<file path="src/rtl/alu_div_sequencer.sv">
// Multi-cycle RV32 divide/remainder sequencer: a restoring shift-subtract divider
// that performs every arithmetic step on the shared core ALU.
`timescale 1ns/1ps
module alu_div_sequencer #(
   parameter int XLEN  = 32,
   parameter int CNT_W = 5
) (
   input  logic            clk,
   input  logic            rst_n,
   input  logic            start,
   input  logic [XLEN-1:0] dividend,
   input  logic [XLEN-1:0] divisor,
   input  logic            is_signed,
   input  logic            want_rem,
   output logic            busy,
   output logic            done,
   output logic [XLEN-1:0] result,
   output logic [XLEN-1:0] alu_in_0,
   output logic [XLEN-1:0] alu_in_1,
   output logic [3:0]      alu_operation,
   input  logic [XLEN-1:0] alu_out
);

   localparam logic [3:0] ALU_ADD = 4'd0;
   localparam logic [3:0] ALU_SUB = 4'd1;
   localparam logic [3:0] ALU_LTU = 4'd3;

   localparam logic [XLEN-1:0] MIN_NEG  = {1'b1, {(XLEN-1){1'b0}}};
   localparam logic [XLEN-1:0] ALL_ONES = '1;

   typedef enum logic [2:0] {IDLE, NEG_A, NEG_B, CMP, SUB, FIX, DONE} state_t;

   state_t            state_reg;
   logic [XLEN-1:0]   q_reg;
   logic [XLEN-1:0]   r_reg;
   logic [XLEN-1:0]   d_reg;
   logic [XLEN-1:0]   result_reg;
   logic [CNT_W-1:0]  cnt_reg;
   logic              ge_reg;
   logic              neg_a_reg;
   logic              neg_b_reg;
   logic              want_rem_reg;
   logic              busy_reg;
   logic              done_reg;

   logic [XLEN-1:0]   s_val;
   logic [XLEN-1:0]   fix_val;
   logic              fix_neg;

   // Partial remainder shifted left with the next dividend bit; R[XLEN-1] is the 33rd bit.
   assign s_val   = {r_reg[XLEN-2:0], q_reg[XLEN-1]};
   assign fix_val = want_rem_reg ? r_reg : q_reg;
   assign fix_neg = want_rem_reg ? neg_a_reg : (neg_a_reg ^ neg_b_reg);

   assign busy   = busy_reg;
   assign done   = done_reg;
   assign result = result_reg;

   always_comb begin
      alu_operation = ALU_ADD;
      alu_in_0      = '0;
      alu_in_1      = '0;
      case (state_reg)
         NEG_A: begin
            alu_operation = ALU_SUB;
            alu_in_1      = q_reg;
         end
         NEG_B: begin
            alu_operation = ALU_SUB;
            alu_in_1      = d_reg;
         end
         CMP: begin
            alu_operation = ALU_LTU;
            alu_in_0      = s_val;
            alu_in_1      = d_reg;
         end
         SUB: begin
            alu_operation = ALU_SUB;
            alu_in_0      = s_val;
            alu_in_1      = d_reg;
         end
         FIX: begin
            alu_operation = ALU_SUB;
            alu_in_1      = fix_val;
         end
         default: begin
            alu_operation = ALU_ADD;
         end
      endcase
   end

   always_ff @(posedge clk or negedge rst_n) begin
      if (!rst_n) begin
         state_reg    <= IDLE;
         q_reg        <= '0;
         r_reg        <= '0;
         d_reg        <= '0;
         result_reg   <= '0;
         cnt_reg      <= '0;
         ge_reg       <= 1'b0;
         neg_a_reg    <= 1'b0;
         neg_b_reg    <= 1'b0;
         want_rem_reg <= 1'b0;
         busy_reg     <= 1'b0;
         done_reg     <= 1'b0;
      end else begin
         done_reg <= 1'b0;
         case (state_reg)
            IDLE: begin
               if (start) begin
                  neg_a_reg    <= is_signed & dividend[XLEN-1];
                  neg_b_reg    <= is_signed & divisor[XLEN-1];
                  want_rem_reg <= want_rem;
                  q_reg        <= dividend;
                  d_reg        <= divisor;
                  if (divisor == '0) begin
                     result_reg <= want_rem ? dividend : ALL_ONES;
                     done_reg   <= 1'b1;
                     state_reg  <= DONE;
                  end else if (is_signed && dividend == MIN_NEG && divisor == ALL_ONES) begin
                     result_reg <= want_rem ? '0 : MIN_NEG;
                     done_reg   <= 1'b1;
                     state_reg  <= DONE;
                  end else begin
                     busy_reg  <= 1'b1;
                     state_reg <= NEG_A;
                  end
               end
            end
            NEG_A: begin
               q_reg     <= neg_a_reg ? alu_out : q_reg;
               state_reg <= NEG_B;
            end
            NEG_B: begin
               d_reg     <= neg_b_reg ? alu_out : d_reg;
               r_reg     <= '0;
               cnt_reg   <= CNT_W'(XLEN - 1);
               state_reg <= CMP;
            end
            CMP: begin
               // A set shifted-out bit means S exceeds any XLEN-bit divisor.
               ge_reg    <= r_reg[XLEN-1] | ~alu_out[0];
               state_reg <= SUB;
            end
            SUB: begin
               r_reg <= ge_reg ? alu_out : s_val;
               q_reg <= {q_reg[XLEN-2:0], ge_reg};
               if (cnt_reg == '0) begin
                  state_reg <= FIX;
               end else begin
                  cnt_reg   <= cnt_reg - CNT_W'(1);
                  state_reg <= CMP;
               end
            end
            FIX: begin
               result_reg <= fix_neg ? alu_out : fix_val;
               busy_reg   <= 1'b0;
               done_reg   <= 1'b1;
               state_reg  <= DONE;
            end
            DONE: begin
               state_reg <= IDLE;
            end
            default: begin
               state_reg <= IDLE;
            end
         endcase
      end
   end

endmodule
</file>
<file path="config.mk">
export PLATFORM = sky130hd
export DESIGN_NAME = alu_div_sequencer
export DESIGN_NICKNAME = d
export VERILOG_FILES = /design/src/rtl/alu_div_sequencer.sv
export SDC_FILE = /design/constraint.sdc
export NUM_CORES = 1
export LEC_CHECK = 0
export CAP_MARGIN = 40
export CELL_PAD_IN_SITES_DETAIL_PLACEMENT = 0
export CELL_PAD_IN_SITES_GLOBAL_PLACEMENT = 1
export CORE_ASPECT_RATIO = 1.4
export CORE_MARGIN = 3
export CORE_UTILIZATION = 30
export CTS_CLUSTER_SIZE = 25
export DETAILED_ROUTE_END_ITERATION = 12
export GPL_ROUTABILITY_DRIVEN = 0
export PLACE_DENSITY = 0.76
export RECOVER_POWER = 100
export SYNTH_ARGS = -nofsm -noshare
export SYNTH_HDL_FRONTEND = slang
export SYNTH_SLANG_ARGS = --single-unit
</file>
<file path="constraint.sdc">
create_clock -name clk -period 3.2 [get_ports clk]
set_input_delay 0.48 -clock clk [delete_from_list [all_inputs] [get_ports clk]]
set_output_delay 0.48 -clock clk [all_outputs]
set_load 0.01 [all_outputs]
</file>
Word-level counts from Yosys, hierarchy flattened
Cells that the tools add are included.
{"block": "totals", "reg_bits": 142, "latch_bits": 0, "ram_bits": 0, "romBits": 0, "input_bits": 101, "out_inout_bits": 102, "wordCells": 85, "n_memories": 0}
{"block": "op_classes", "n_addsub": 1, "n_mul": 0, "n_div": 0, "order_cmp": 0, "n_eq_ne": 14, "n_shift": 0, "mux": 35, "bitwise_logic": 5, "reduce_logical": 18}
{"cell": "32-bit two-way mux", "n": 13}
{"cell": "32-bit case mux with 2 select lines", "n": 3}
{"cell": "32-bit case mux with 3 select lines", "n": 2}
{"cell": "32-bit equality test, second input constant", "n": 2}
{"cell": "32-bit zero test", "n": 1}
{"cell": "3-bit case mux with 6 select lines", "n": 1}
{"cell": "3-bit two-way mux", "n": 4}
{"cell": "2-bit != test, second input constant", "n": 6}
{"cell": "5-bit case mux with 2 select lines", "n": 1}
{"cell": "3-bit AND reduction", "n": 3}
{"cell": "1-bit two-way mux", "n": 7}
{"cell": "3-bit by 2-bit equality test with 1-bit output, second input constant", "n": 2}
{"cell": "3-bit equality test, second input constant", "n": 2}
{"cell": "2-bit nonzero test", "n": 3}
{"cell": "5-bit zero test", "n": 1}
{"cell": "5-bit two-way mux", "n": 1}
{"cell": "5-bit by 1-bit subtractor with 5-bit output, second input constant", "n": 1}
{"cell": "1-bit case mux with 2 select lines", "n": 2}
{"cell": "2-bit case mux with 2 select lines", "n": 1}
{"cell": "2-bit AND reduction", "n": 2}
{"cell": "4-bit AND reduction", "n": 1}
{"cell": "4-bit OR reduction", "n": 1}
{"cell": "3-bit by 1-bit equality test with 1-bit output, second input constant", "n": 1}
{"cell": "3-bit zero test", "n": 1}
{"cell": "other kinds (9)", "n": 11}

Depth between registers and ports, before layout
{"block": "depth", "depth_word": 7, "mapped_depth": 9, "depth_no_buf": 7}

Worst setup path after synthesis
OpenSTA, ideal clock, no wires.
{"block": "synth_timing", "path_type": "reg-to-output", "from": "register state_reg[2]", "to": "output port alu_in_1[7]", "arrival_time_ns": 1.551, "required_ns": 2.720, "path_slack_ns": 1.169, "path_stages_with_launch": 7, "path_buffers": 3, "path_cell_list": "dfrtp_1 > buf_2 > nor2b_1 > clkbuf_1 > clkbuf_1 > a22oi_1 > o21ai_0"}
{"block": "synth_between", "elab_chain_cells": 3, "word_cells_on_any_way": 7, "classes_between": "eq/ne: 5; mux: 1; reduce/logical: 1"}
{"element": "start: declaration", "line": "33", "rtl": "state_t state_reg;"}
{"element": "start signal: assignment", "line": "94", "rtl": "state_reg <= IDLE;"}
{"element": "start signal: assignment", "line": "119", "rtl": "state_reg <= DONE;"}
{"element": "start signal: assignment", "line": "123", "rtl": "state_reg <= DONE;"}
{"element": "3-bit equality test or 3-bit by 2-bit equality test with 1-bit output (tied branches)", "line": "63", "rtl": "case (state_reg)"}
{"element": "3-bit OR reduction (no line)"}
{"element": "32-bit case mux with 3 select lines *", "line": "63"}
{"element": "end: declaration", "line": "19", "rtl": "output logic [XLEN-1:0] alu_in_1,"}
Every way passes the cells marked *; elsewhere a longest branch is shown, timed or not.

Final worst setup path
{"block": "layout_timing", "from": "register state_reg[2]", "to": "output port alu_in_0[27]"}
{"block": "layout_between", "elab_chain_cells": 3, "word_cells_on_any_way": 4, "classes_between": "eq/ne: 2; mux: 1; reduce/logical: 1"}
{"element": "3-bit equality test or 3-bit by 2-bit equality test with 1-bit output (tied branches)", "line": "63"}
{"element": "2-bit OR reduction (no line) *"}
{"element": "32-bit two-way mux *", "line": "63"}
{"element": "end: declaration", "line": "18", "rtl": "output logic [XLEN-1:0] alu_in_0,"}
Marked as above.

==> flow_summary.toml <==
[status]
status = "complete, but fails checks"
violations = "capacitance limit, slew limit"

[global_routing]
grt_antenna_before_repair = 1
grt_pass1_wl_mm = 55.6
grt_overflow = 0
grt_pass1_vias = 9044
track_usage = 0.220
grt_max_degree = 67

[synth]
synthFlopType = "dfrtp_1"
synth_top_area_share = 0.386
synth.area.top_cells = "dfrtp_1 39%, mux2i_1 14%, nand2_1 6.8%"
ys_async_sr_fraction = 1.00
syn_inst = 1110
synth_cell_types = 54
avgSynthCellArea_um2 = 8.30
synthTopCellsByCount = "167 x nand2_1, 142 x dfrtp_1, 129 x mux2i_1, 70 x inv_1, 70 x nor2_1"
yosysSeqAreaShare = 0.386
yosys_warnings = 0
syn_area_mm2 = 0.00921
synth_seq_cells = 142
synth_most_common_cell = "nand2_1"
yosys.area.top_type = "dfrtp_1"
synth_edf_count = 0

[drt]
met3_length_mm = 2.07
drc = 0
drt_iter0_markers = 598
wl_met2_mm = 18.0
m1WireLength_mm = 15.3
wl_per_cell_um = 22.0
top_layer_used = "met4"
ant_nets = 0
num_vias = 9063
dr.pass1.iters = 5
via_per_inst = 5.39
drt_wl_total_mm = 37.0

[critical_path]
cp_cell_sequence = "nor2b_2, buf_4, nand2_1, nand2_1, buf_4, and2_0, clkdlybuf4s50_1"
worstSetupStartpointType = "flop"
reg2regPathDepth = 7
critPathMaxFanout = 24
end_kind = "output pin"
cpPeakStageDelay_ps = 550
arrival_ps = 2610
reg2reg_to = "q_reg[30]"
ff2ff_setup_slack_ps = 250
required_ps = 2720
r2r_start = "state_reg[2]"
crit_slowest_cell = "clkdlybuf4s50_1"
crit_type = "flop to output pin"

[timing]
max_clock_freq_ghz = 0.324
layout_min_cycle_time_ps = 3090
finalCritPeriodShare = 0.965
hold_viol = 0
worst_pin_slew_ps = 2840
rsz0062_at_grt = "no"
clock_skew_ps = 12.5
timing.slew.headroom = -0.896
finalSetupViolations = 0
final.setup.worst_slack_ps = 110
final_max_slew_viol_count = 47
setup_tns_ps = 0

[power]
cellPowerDensity_mw_per_mm2 = 947
ir_drop_uv = 442
p_leak_uw = 0.00558

[floorplanning]
ios = 203
fp.dieH_um = 213
design.core.area_mm2 = 0.0301
dieArea_mm2 = 0.0329
start_util = 0.306
rows = 75
die_w_um = 154

[clocking]
cts_resized = 0
htreeDepth = 4
cts.sinks = 142
cts_tree = "done"
cts_setup_buffers = 0
clockBufferDepth = 2
cts-hold-fix-buffers = 0
cts_root_buffer = "clkbuf_16"
clk_latency_ps = 430
clkTransAtPathRegs_ps = 60
cts_buffers = 17

[worst_hold_path]
whs_path_depth = 2
min_from = "d_reg[8]"
worstHoldEndpoint = "d_reg[8]"
holdCritPathClass = "flop to flop"

[placement]
numPortBuffers = 200
dp_slack_ps = 281
place_inst = 1646
dp_hpwl_mm = 26.6

[flow_run]
cap_violations = 1

[finish]
area_growth_pct = 33.0
final_nets = 1383
instances_no_fill = 1680
drive_gt1_frac = 0.0928
==> worst max path at each step <==
stage | from | endpoint | depth (start not counted)
after floorplan | state_reg[2] | alu_in_1[7] | 6
after global placement | divisor[28] | state_reg[0] | 7
after detailed placement | divisor[28] | state_reg[0] | 7
after CTS | state_reg[2] | alu_in_0[26] | 7
after global routing | state_reg[2] | alu_in_0[27] | 7
final | state_reg[2] | alu_in_0[27] | 7
==> worst max-delay path: cells and delay by family (launching register included) <==
family / cells / cell delay [ps]
flip-flops: 1 / 430
buffers and inverters: 3 / 1070
AND/OR/NAND/NOR: 4 / 670
==> routing by layer <==
layer,up-vias,GRT usage
li1,4278,-
met1,4341,0.279
met2,373,0.367
met3,71,0.0343
met4,0,0.109
met5,-,0
==> stage by stage <==
| stage | power (µW) | instance area [µm²] | util | hold WS (ps) |
|---|---|---|---|---|
| detailed placement | 9890 | 11800 | 0.391 | 458 |
| finish | 11600 | 12300 | 0.407 | 506 |
| CTS | 11800 | 12300 | 0.409 | 0.744 |
| floorplan | 6990 | 9220 | - | 184 |
| global route | 12400 | 12200 | 0.407 | 521 |
| global placement | 9760 | 11700 | 0.390 | 454 |
==> cell families after synthesis <==
| kind of cell | Yosys count | share of synthesized area |
|---|---|---|
| DFF | 142 | 0.386 |
| buffers and inverters | 168 | 0.0744 |
| AOI/OAI and AO/OA | 309 | 0.211 |
| and+or+nand+nor | 356 | 0.182 |
| other | 1 | 0.000407 |
| muxes | 130 | 0.141 |
| adders and majority gates | 2 | 0.00272 |
| xor gates and xnor gates | 2 | 0.00190 |
==> layout make-up <==
class                   instances  area, µm²
fillers                      3051      17900
multi-input cells             801       4990
flip-flops and latches        142       3560
repair buffers                247       2390
well taps                     385        482
clock buffers                  19        443
inverters                      71        267
clock inverters                13        116
diodes                          2       5.00
==> where the power goes <==
part           leakage (µW)  internal (µW)  switching, µW
Combinational       0.00354           2670           3730
Sequential          0.00178           2520            752
Clock              0.000258           1090            839
==> cell usage in the layout (no fill, tap or decap), drive strengths merged, types with 2 or more instances in the layout <==
cell / Yosys / routed
a22oi: 64 / 64
nand2: 167 / 167
and2: 32 / 32
nor4b: 3 / 3
nor2b: 5 / 5
nor3: 6 / 6
and3: 2 / 2
a31oi: 64 / 64
a21oi: 40 / 40
nor3b: 3 / 3
inv: 71 / 73
nor4: 15 / 15
clkinv: 0 / 4
nand4: 9 / 9
ha: 2 / 2
clkdlybuf4s50: 0 / 143
nor2: 70 / 70
a2111oi: 31 / 31
conb: 1 / 2
buf: 33 / 38
diode: 0 / 2
dfrtp: 142 / 142
or2: 31 / 31
clkbuf: 64 / 29
nand3: 3 / 3
nand2b: 2 / 2
o21ai: 102 / 102
clkinvlp: 0 / 6
dlygate4sd3: 0 / 56
mux2i: 129 / 129
Power figures use the tool's default switching activity.
